### src/rtl/regfile_scanner.sv
// Debug read-out master: stalls the core, walks a register range through
// a dedicated read port and streams each word out with valid/ready.
module regfile_scanner #(
  parameter int A_WIDTH = 5,
  parameter int D_WIDTH = 32
) (
  input  logic               CLK,
  input  logic               RST,
  input  logic               start,
  input  logic [A_WIDTH-1:0] first_addr,
  input  logic [A_WIDTH-1:0] last_addr,
  output logic               busy,
  output logic               stall_req,
  input  logic               stall_ack,
  output logic [A_WIDTH-1:0] rf_addr,
  input  logic [D_WIDTH-1:0] rf_data,
  output logic               out_valid,
  input  logic               out_ready,
  output logic [D_WIDTH-1:0] out_data,
  output logic [A_WIDTH-1:0] out_addr,
  output logic               out_last,
  output logic               done,
  output logic               err
);

  typedef enum logic [2:0] {
    S_IDLE,
    S_STALL,
    S_READ,
    S_SEND,
    S_DONE
  } state_t;

  state_t r_state;
  state_t w_next;

  logic [A_WIDTH-1:0] r_cur;
  logic [A_WIDTH-1:0] r_last;
  logic [A_WIDTH-1:0] r_rf_addr;
  logic [D_WIDTH-1:0] r_out_data;
  logic [A_WIDTH-1:0] r_out_addr;
  logic               r_out_last;
  logic               r_out_valid;
  logic               r_stall_req;
  logic               r_err;

  logic               w_idle;
  logic               w_accept;
  logic               w_reject;
  logic               w_capture;
  logic               w_hs;
  logic               w_at_last;
  logic [A_WIDTH-1:0] w_cur_nxt;

  assign w_idle    = (r_state == S_IDLE);
  assign w_accept  = w_idle && start && (first_addr <= last_addr);
  assign w_reject  = w_idle && start && (first_addr > last_addr);
  assign w_capture = (r_state == S_READ) && stall_ack;
  assign w_hs      = (r_state == S_SEND) && r_out_valid && out_ready;
  assign w_at_last = (r_cur == r_last);
  assign w_cur_nxt = r_cur + 1'b1;

  always_ff @(posedge CLK) begin
    if (RST) r_state <= S_IDLE;
    else     r_state <= w_next;
  end

  always_comb begin
    w_next = r_state;
    unique case (r_state)
      S_IDLE:  if (w_accept) w_next = S_STALL;
      S_STALL: if (stall_ack) w_next = S_READ;
      S_READ:  w_next = stall_ack ? S_SEND : S_STALL;
      S_SEND:  if (w_hs) w_next = w_at_last ? S_DONE : S_READ;
      S_DONE:  w_next = S_IDLE;
      default: w_next = S_IDLE;
    endcase
  end

  // Increment is gated by w_at_last so the top register never wraps.
  always_ff @(posedge CLK) begin
    if (RST) begin
      r_cur       <= '0;
      r_last      <= '0;
      r_rf_addr   <= '0;
      r_out_data  <= '0;
      r_out_addr  <= '0;
      r_out_last  <= 1'b0;
      r_out_valid <= 1'b0;
      r_stall_req <= 1'b0;
      r_err       <= 1'b0;
    end else begin
      r_err <= w_reject;
      if (w_accept) begin
        r_cur       <= first_addr;
        r_last      <= last_addr;
        r_rf_addr   <= first_addr;
        r_stall_req <= 1'b1;
      end
      if (w_capture) begin
        r_out_data  <= rf_data;
        r_out_addr  <= r_cur;
        r_out_last  <= w_at_last;
        r_out_valid <= 1'b1;
      end
      if (w_hs) begin
        r_out_valid <= 1'b0;
        if (!w_at_last) begin
          r_cur     <= w_cur_nxt;
          r_rf_addr <= w_cur_nxt;
        end
      end
      if (r_state == S_DONE) r_stall_req <= 1'b0;
    end
  end

  assign busy      = !w_idle;
  assign stall_req = r_stall_req;
  assign rf_addr   = r_rf_addr;
  assign out_valid = r_out_valid;
  assign out_data  = r_out_data;
  assign out_addr  = r_out_addr;
  assign out_last  = r_out_last;
  assign done      = (r_state == S_DONE);
  assign err       = r_err;

endmodule

### config.mk
export PLATFORM = sky130hd
export DESIGN_NAME = regfile_scanner
export DESIGN_NICKNAME = d
export VERILOG_FILES = /design/src/rtl/regfile_scanner.sv
export SDC_FILE = /design/constraint.sdc
export NUM_CORES = 1
export LEC_CHECK = 0
export CAP_MARGIN = 20
export CORE_MARGIN = 2
export CORE_UTILIZATION = 30
export CTS_BUF_LIST = sky130_fd_sc_hd__clkbuf_8
export DETAILED_ROUTE_END_ITERATION = 8
export MAX_ROUTING_LAYER = met4
export PLACE_DENSITY = 0.62
export SLEW_MARGIN = 40
export SYNTH_ARGS = -nofsm -noshare
export SYNTH_HDL_FRONTEND = slang
export SYNTH_SLANG_ARGS = --single-unit
### constraint.sdc
create_clock -name CLK -period 2.2 [get_ports CLK]
set_input_delay 0.33 -clock CLK [delete_from_list [all_inputs] [get_ports CLK]]
set_output_delay 0.33 -clock CLK [all_outputs]
set_load 0.05 [all_outputs]
==> After elaboration in Yosys (flattened, before gate mapping) <==
Index checks and enable logic that the tools add are counted.
{ "totals": {"out_inout_bits": 48, "reg_bits": 59, "in_bits": 47} }
{ "classes": {"order_cmp": 2, "add_sub_neg": 1, "muxes": 12, "reduce_logical": 11, "n_eq_ne": 8} }
{ "ops": {"columns": ["cell", "n"], "rows": [
  ["5-bit two-way mux", 6],
  ["3-bit two-way mux", 4],
  ["3-bit case mux with 4 select lines", 1],
  ["3-bit by 2-bit == test with 1-bit output (second input constant)", 2],
  ["1-bit logical AND", 6],
  ["5-bit by 1-bit adder with 5-bit output (second input constant)", 1],
  ["5-bit == test", 1],
  ["5-bit greater-than comparator", 1],
  ["5-bit less-or-equal comparator", 1],
  ["2-bit != test (second input constant)", 2],
  ["2-bit OR reduction", 2],
  ["3-bit by 1-bit == test with 1-bit output (second input constant)", 1],
  ["3-bit == test (second input constant)", 1],
  ["3-bit zero test", 1],
  ["3-bit AND reduction", 1],
  ["2-bit two-way mux", 1],
  ["2-bit by 1-bit != test with 1-bit output (second input constant)", 1],
  ["1-bit zero test", 1]
]} }

==> Depth between registers and ports, before layout <==
Gate-level depths: netlist of the first run.
{ "logic_depth": {"depth_word": 6, "ltp_mapped": 8, "ltp_nobuf": 7} }

==> Worst setup path after synthesis of the first run <==
No wires, ideal clock.
{ "synth_timing": {"kind": "input port to flip-flop", "startpoint": "input last_addr[1]", "endpoint": "register r_rf_addr[1] (netlist: rf_addr[1])", "setup_slack_ps": 219, "arrival_ps": 1885, "required_time_ps": 2105, "setup_time_ps": 95, "path_stages": 8, "path_cell_list": "inv_1 -> ha_1 -> nand2b_1 -> a211oi_1 -> o21a_1 -> buf_2 -> nand2_1 -> a221oi_1"} }
{ "synth_via": {"elab_chain_cells": 5} }
{ "synth_rtl": {"columns": ["item", "line", "rtl"], "rows": [
  ["start: declaration", "11", "input logic [A_WIDTH-1:0] last_addr,"],
  ["5-bit less-or-equal comparator *", "56", "assign w_accept = w_idle && start && (first_addr <= last_addr);"],
  ["1-bit logical AND *", "56", null],
  ["5-bit two-way mux *", "94", "if (w_accept) begin"],
  ["5-bit two-way mux", "108", "if (!w_at_last) begin"],
  ["5-bit two-way mux *", "106", "if (w_hs) begin"],
  ["end signal: assignment", "97", "r_rf_addr <= first_addr;"],
  ["end signal: assignment", "110", "r_rf_addr <= w_cur_nxt;"],
  ["end: declaration", "39", "logic [A_WIDTH-1:0] r_rf_addr;"]
]} }
Every way passes the cells marked *; elsewhere a longest branch is shown, timed or not.
A chain may end at the register's enable or synchronous reset.

==> Worst setup path in the final report of the first run <==
{ "layout_timing": {"startpoint": "input first_addr[0]", "endpoint": "register r_cur[1]"} }
{ "layout_via": {"elab_chain_cells": 5} }
{ "layout_rtl": {"columns": ["item", "line", "rtl"], "rows": [
  ["start: declaration", "10", "input logic [A_WIDTH-1:0] first_addr,"],
  ["5-bit less-or-equal comparator *", "56", null],
  ["1-bit logical AND *", "56", null],
  ["5-bit two-way mux *", "94", null],
  ["5-bit two-way mux", "108", null],
  ["5-bit two-way mux *", "106", null],
  ["end signal: assignment", "95", "r_cur <= first_addr;"],
  ["end signal: assignment", "109", "r_cur <= w_cur_nxt;"],
  ["end: declaration", "37", "logic [A_WIDTH-1:0] r_cur;"]
]} }
Marked as above.

==> impl_metrics.yaml, run 1 <==
sta:
  post-route-period-util_pct: 95.7
  period_minus_slack_ns: 2.11
  finalSetupTns_ns: 0
  postLayoutSetupSlackWorst_ns: 0.0943
  max_freq_mhz: 475
  rsz0062_at_grt: "false"
  slew_headroom_pct: 52.1
  slew_viol_final: 0
  setup_viol: 0
  final_hold_viol_count: 0
  clock_skew_ns: 0.00507
  worst_pin_slew_ns: 0.718
worst_setup_path:
  reg2reg_from: "r_state[0]"
  critPathBufInv: 4
  crit_slowest_cell: "clkdlybuf4s50_1"
  rr_worst_depth: 6
  crit_path_max_incr_delay_ns: 0.51
  r2r_slack_ns: 0.24
  crit_type: "primary input to flip-flop"
  r2r-end: "r_cur[4]"
  cp.arrival_ns: 2.33
  crit_fanout: 6
  cp.required_ns: 2.43
  critPathCaptureType: "flip-flop"
  crit_chain: "clkdlybuf4s50_1 -> inv_1 -> ha_1 -> nand2b_1 -> a211oi_2 -> buf_4 -> o21a_1 -> buf_12 -> nand2_1 -> a221oi_1"
  cp-start-kind: "primary input"
  critPathTopFamily: "buffers and inverters"
final_layout:
  design_area_um2: 3850
  n_antenna_cell: 0
  utilization_pct: 47.4
  fin_nets: 463
  areaGrowthSynthToFinish_pct: 54.6
  layout-drive-gt1-share_pct: 11.8
power:
  cellLeakagePower_nw: 1.42
  powerDensity_nw_per_um2: 743
  power_mw: 2.86
  vdd_ir_drop_max_mv: 0.459
global_route:
  grt_pass1_vias: 2379
  grt_start_max_net_pins: 39
  grt_pass1_wl_mm: 10.4
  gr-total-overflow: 0
  antenna_found_initial: 0
  grt_usage_pct: 15.0
clock_network:
  postCtsSetupBuffers: 0
  hold_buffers: 0
  numCtsBuffers: 9
  clk_latency_ns: 0.32
  htree_levels: 3
  clkTransAtPathRegs_ns: 0.07
  cts-root-buf: "clkbuf_8"
  clkSinkCount: 59
  cts_tree: "done"
  clock_path_buffers: 2
worst_hold_path:
  min_to: "out_data[9]"
  whs_path_depth: 2
  hp-class: "flip-flop to flip-flop"
  holdCritStartpoint: "out_data[9]"
routing:
  drc: 0
  drtIter0Drc: 100
  routed_via_density: 4.69
  wire_per_inst_um: 12.5
  drtAntennaViolNets: 0
  wl_mm: 6.48
  via_count: 2438
  drt_pre_antenna_iters: 4
synthesis:
  syn_area_um2: 2490
  syn_area_per_cell_um2: 8.12
  synth_area_leaders: "dfxtp_1 47%, nand2_1 15%, a21oi_1 10%, ha_1 3.0%, a221oi_2 2.4%"
  synthCells: 307
  yosysTopAreaCell: "dfxtp_1"
  synth.top_cell.area_share_pct: 47.4
  synth_nets: 360
  ys.flop_type: "dfxtp_1"
  ys_seq_elements: 59
  synth-seq-area-share_pct: 47.4
  yosysWarnings: 0
  netlist-cell-type-count: 42
  synth-edff-count: 0
  async_reset_ff_share_pct: 0
job:
  cap_violations: 0
place:
  hpwl_mm: 4.56
  io_buffers: 94
  post-place-ws_ns: -0.270
  dpl_cell_area_um2: 3600
  gp_routability_congestion: 0.797
floorplanning:
  start_util_pct: 30.6
  fp.dieW_um: 95.2
  die-area_um2: 9050
  core_um2: 8130
  die_h_um: 95.2
  rows: 33
  ios: 95
outcome:
  outcome: "finished, final reports clean"
[routing by layer]
metal  GRT usage [%]  routed length, µm
met3            4.90                425
met5               -                  0
met4            4.35                 16
met2            25.9               3190
met1            16.6               2850
[cell families after synthesis]
family          after synthesis  synth area share (%)
buf+inv                      28                  5.22
fa+ha+maj                     6                  3.01
flops                        59                  47.4
simple gates                131                  22.6
compound gates               77                  19.7
xor+xnor                      6                  2.11
[power by group]
part | internal, mW | switching (mW)
Sequential | 1.11 | 0.0352
Combinational | 0.231 | 0.291
Clock | 0.776 | 0.417
[cell usage after synthesis, types with 2 or more instances]
cell,number
a221oi_1,2
nand3_1,5
a211oi_1,4
nand2b_1,3
dfxtp_1,59
a21oi_1,50
a221oi_2,4
a21o_1,2
nor3_1,3
a31oi_1,2
ha_1,6
buf_2,2
xor2_1,5
nand2_1,97
nor2b_1,2
and2_1,2
o21ai_0,5
inv_1,8
nand3b_1,2
nor2_1,9
clkbuf_1,14
[flip-flops by register name (all words and copies together), names as in the netlist]
signal / cells
out_data: 32
r_state: 3
stall_req: 1
r_last: 5
rf_addr: 5
out_last: 1
out_valid: 1
err: 1
r_cur: 5
out_addr: 5
[what timing repair did]
item,in CTS,in global routing
gates resized for setup,1,1
setup endpoints to repair,1,5
pin swaps,0,1
cloned,0,1
[worst max path at each step]
stage | start | end | slack [ns] | depth (start not counted)
2_1_floorplan | last_addr[1] | rf_addr[1] | 0.22 | 8
3_3_place_gp | last_addr[4] | rf_addr[4] | -0.20 | 8
3_5_place_dp | last_addr[4] | rf_addr[3] | -0.27 | 8
4_1_cts | last_addr[4] | rf_addr[1] | 0.09 | 8
5_1_grt | last_addr[4] | r_cur[1] | 0.04 | 10
6_report | first_addr[0] | r_cur[1] | 0.09 | 10
[area by class of cell]
cell class | instances | area (µm²)
clock buffers | 10 | 138
flip-flops and latches | 59 | 1180
multi-input cells | 221 | 1200
fillers | 821 | 4280
well taps | 105 | 131
repair buffers | 111 | 1070
inverters | 8 | 30.0
clock inverters | 6 | 104
[through the flow]
stage / hold slack [ns] / instances
after floorplan: 0.448 / 307
after global placement: 0.441 / 503
after detailed placement: 0.446 / 503
after CTS: 0.455 / 519
after global routing: 0.475 / 520
final: 0.452 / 520
[tightest hold or removal path: cells and delay by family (launching register included)]
family	cells	cell delay, ns
compound gates	1	0.05
flops	1	0.31
simple gates	1	0.05
[cells in the final DEF, fill, tap and decap left out, types with 2 or more instances in the layout]
cell type,instances
nand2b_1,3
a221oi_1,2
ha_1,6
clkdlybuf4s50_1,91
a211oi_2,2
nand3_1,5
a211oi_1,3
nor2_1,9
a21o_1,2
and2_1,2
a31oi_1,2
nand2_1,97
o21ai_0,5
xor2_1,5
a21oi_1,50
buf_4,17
dfxtp_1,59
clkinv_2,2
nand3b_1,2
nor3_1,3
a221oi_2,4
bufinv_16,3
clkbuf_8,10
inv_1,9
(Power assumes the default switching activity.)
==> run 2, diff against run 1 <==
--- a/config.mk
+++ b/config.mk
@@ -12,7 +12,6 @@
 export DETAILED_ROUTE_END_ITERATION = 8
 export MAX_ROUTING_LAYER = met4
 export PLACE_DENSITY = 0.62
-export SLEW_MARGIN = 40
 export SYNTH_ARGS = -nofsm -noshare
 export SYNTH_HDL_FRONTEND = slang
 export SYNTH_SLANG_ARGS = --single-unit
==> results of run 2 <==
The final DEF is identical to that of run 1; final timing and power are the same.
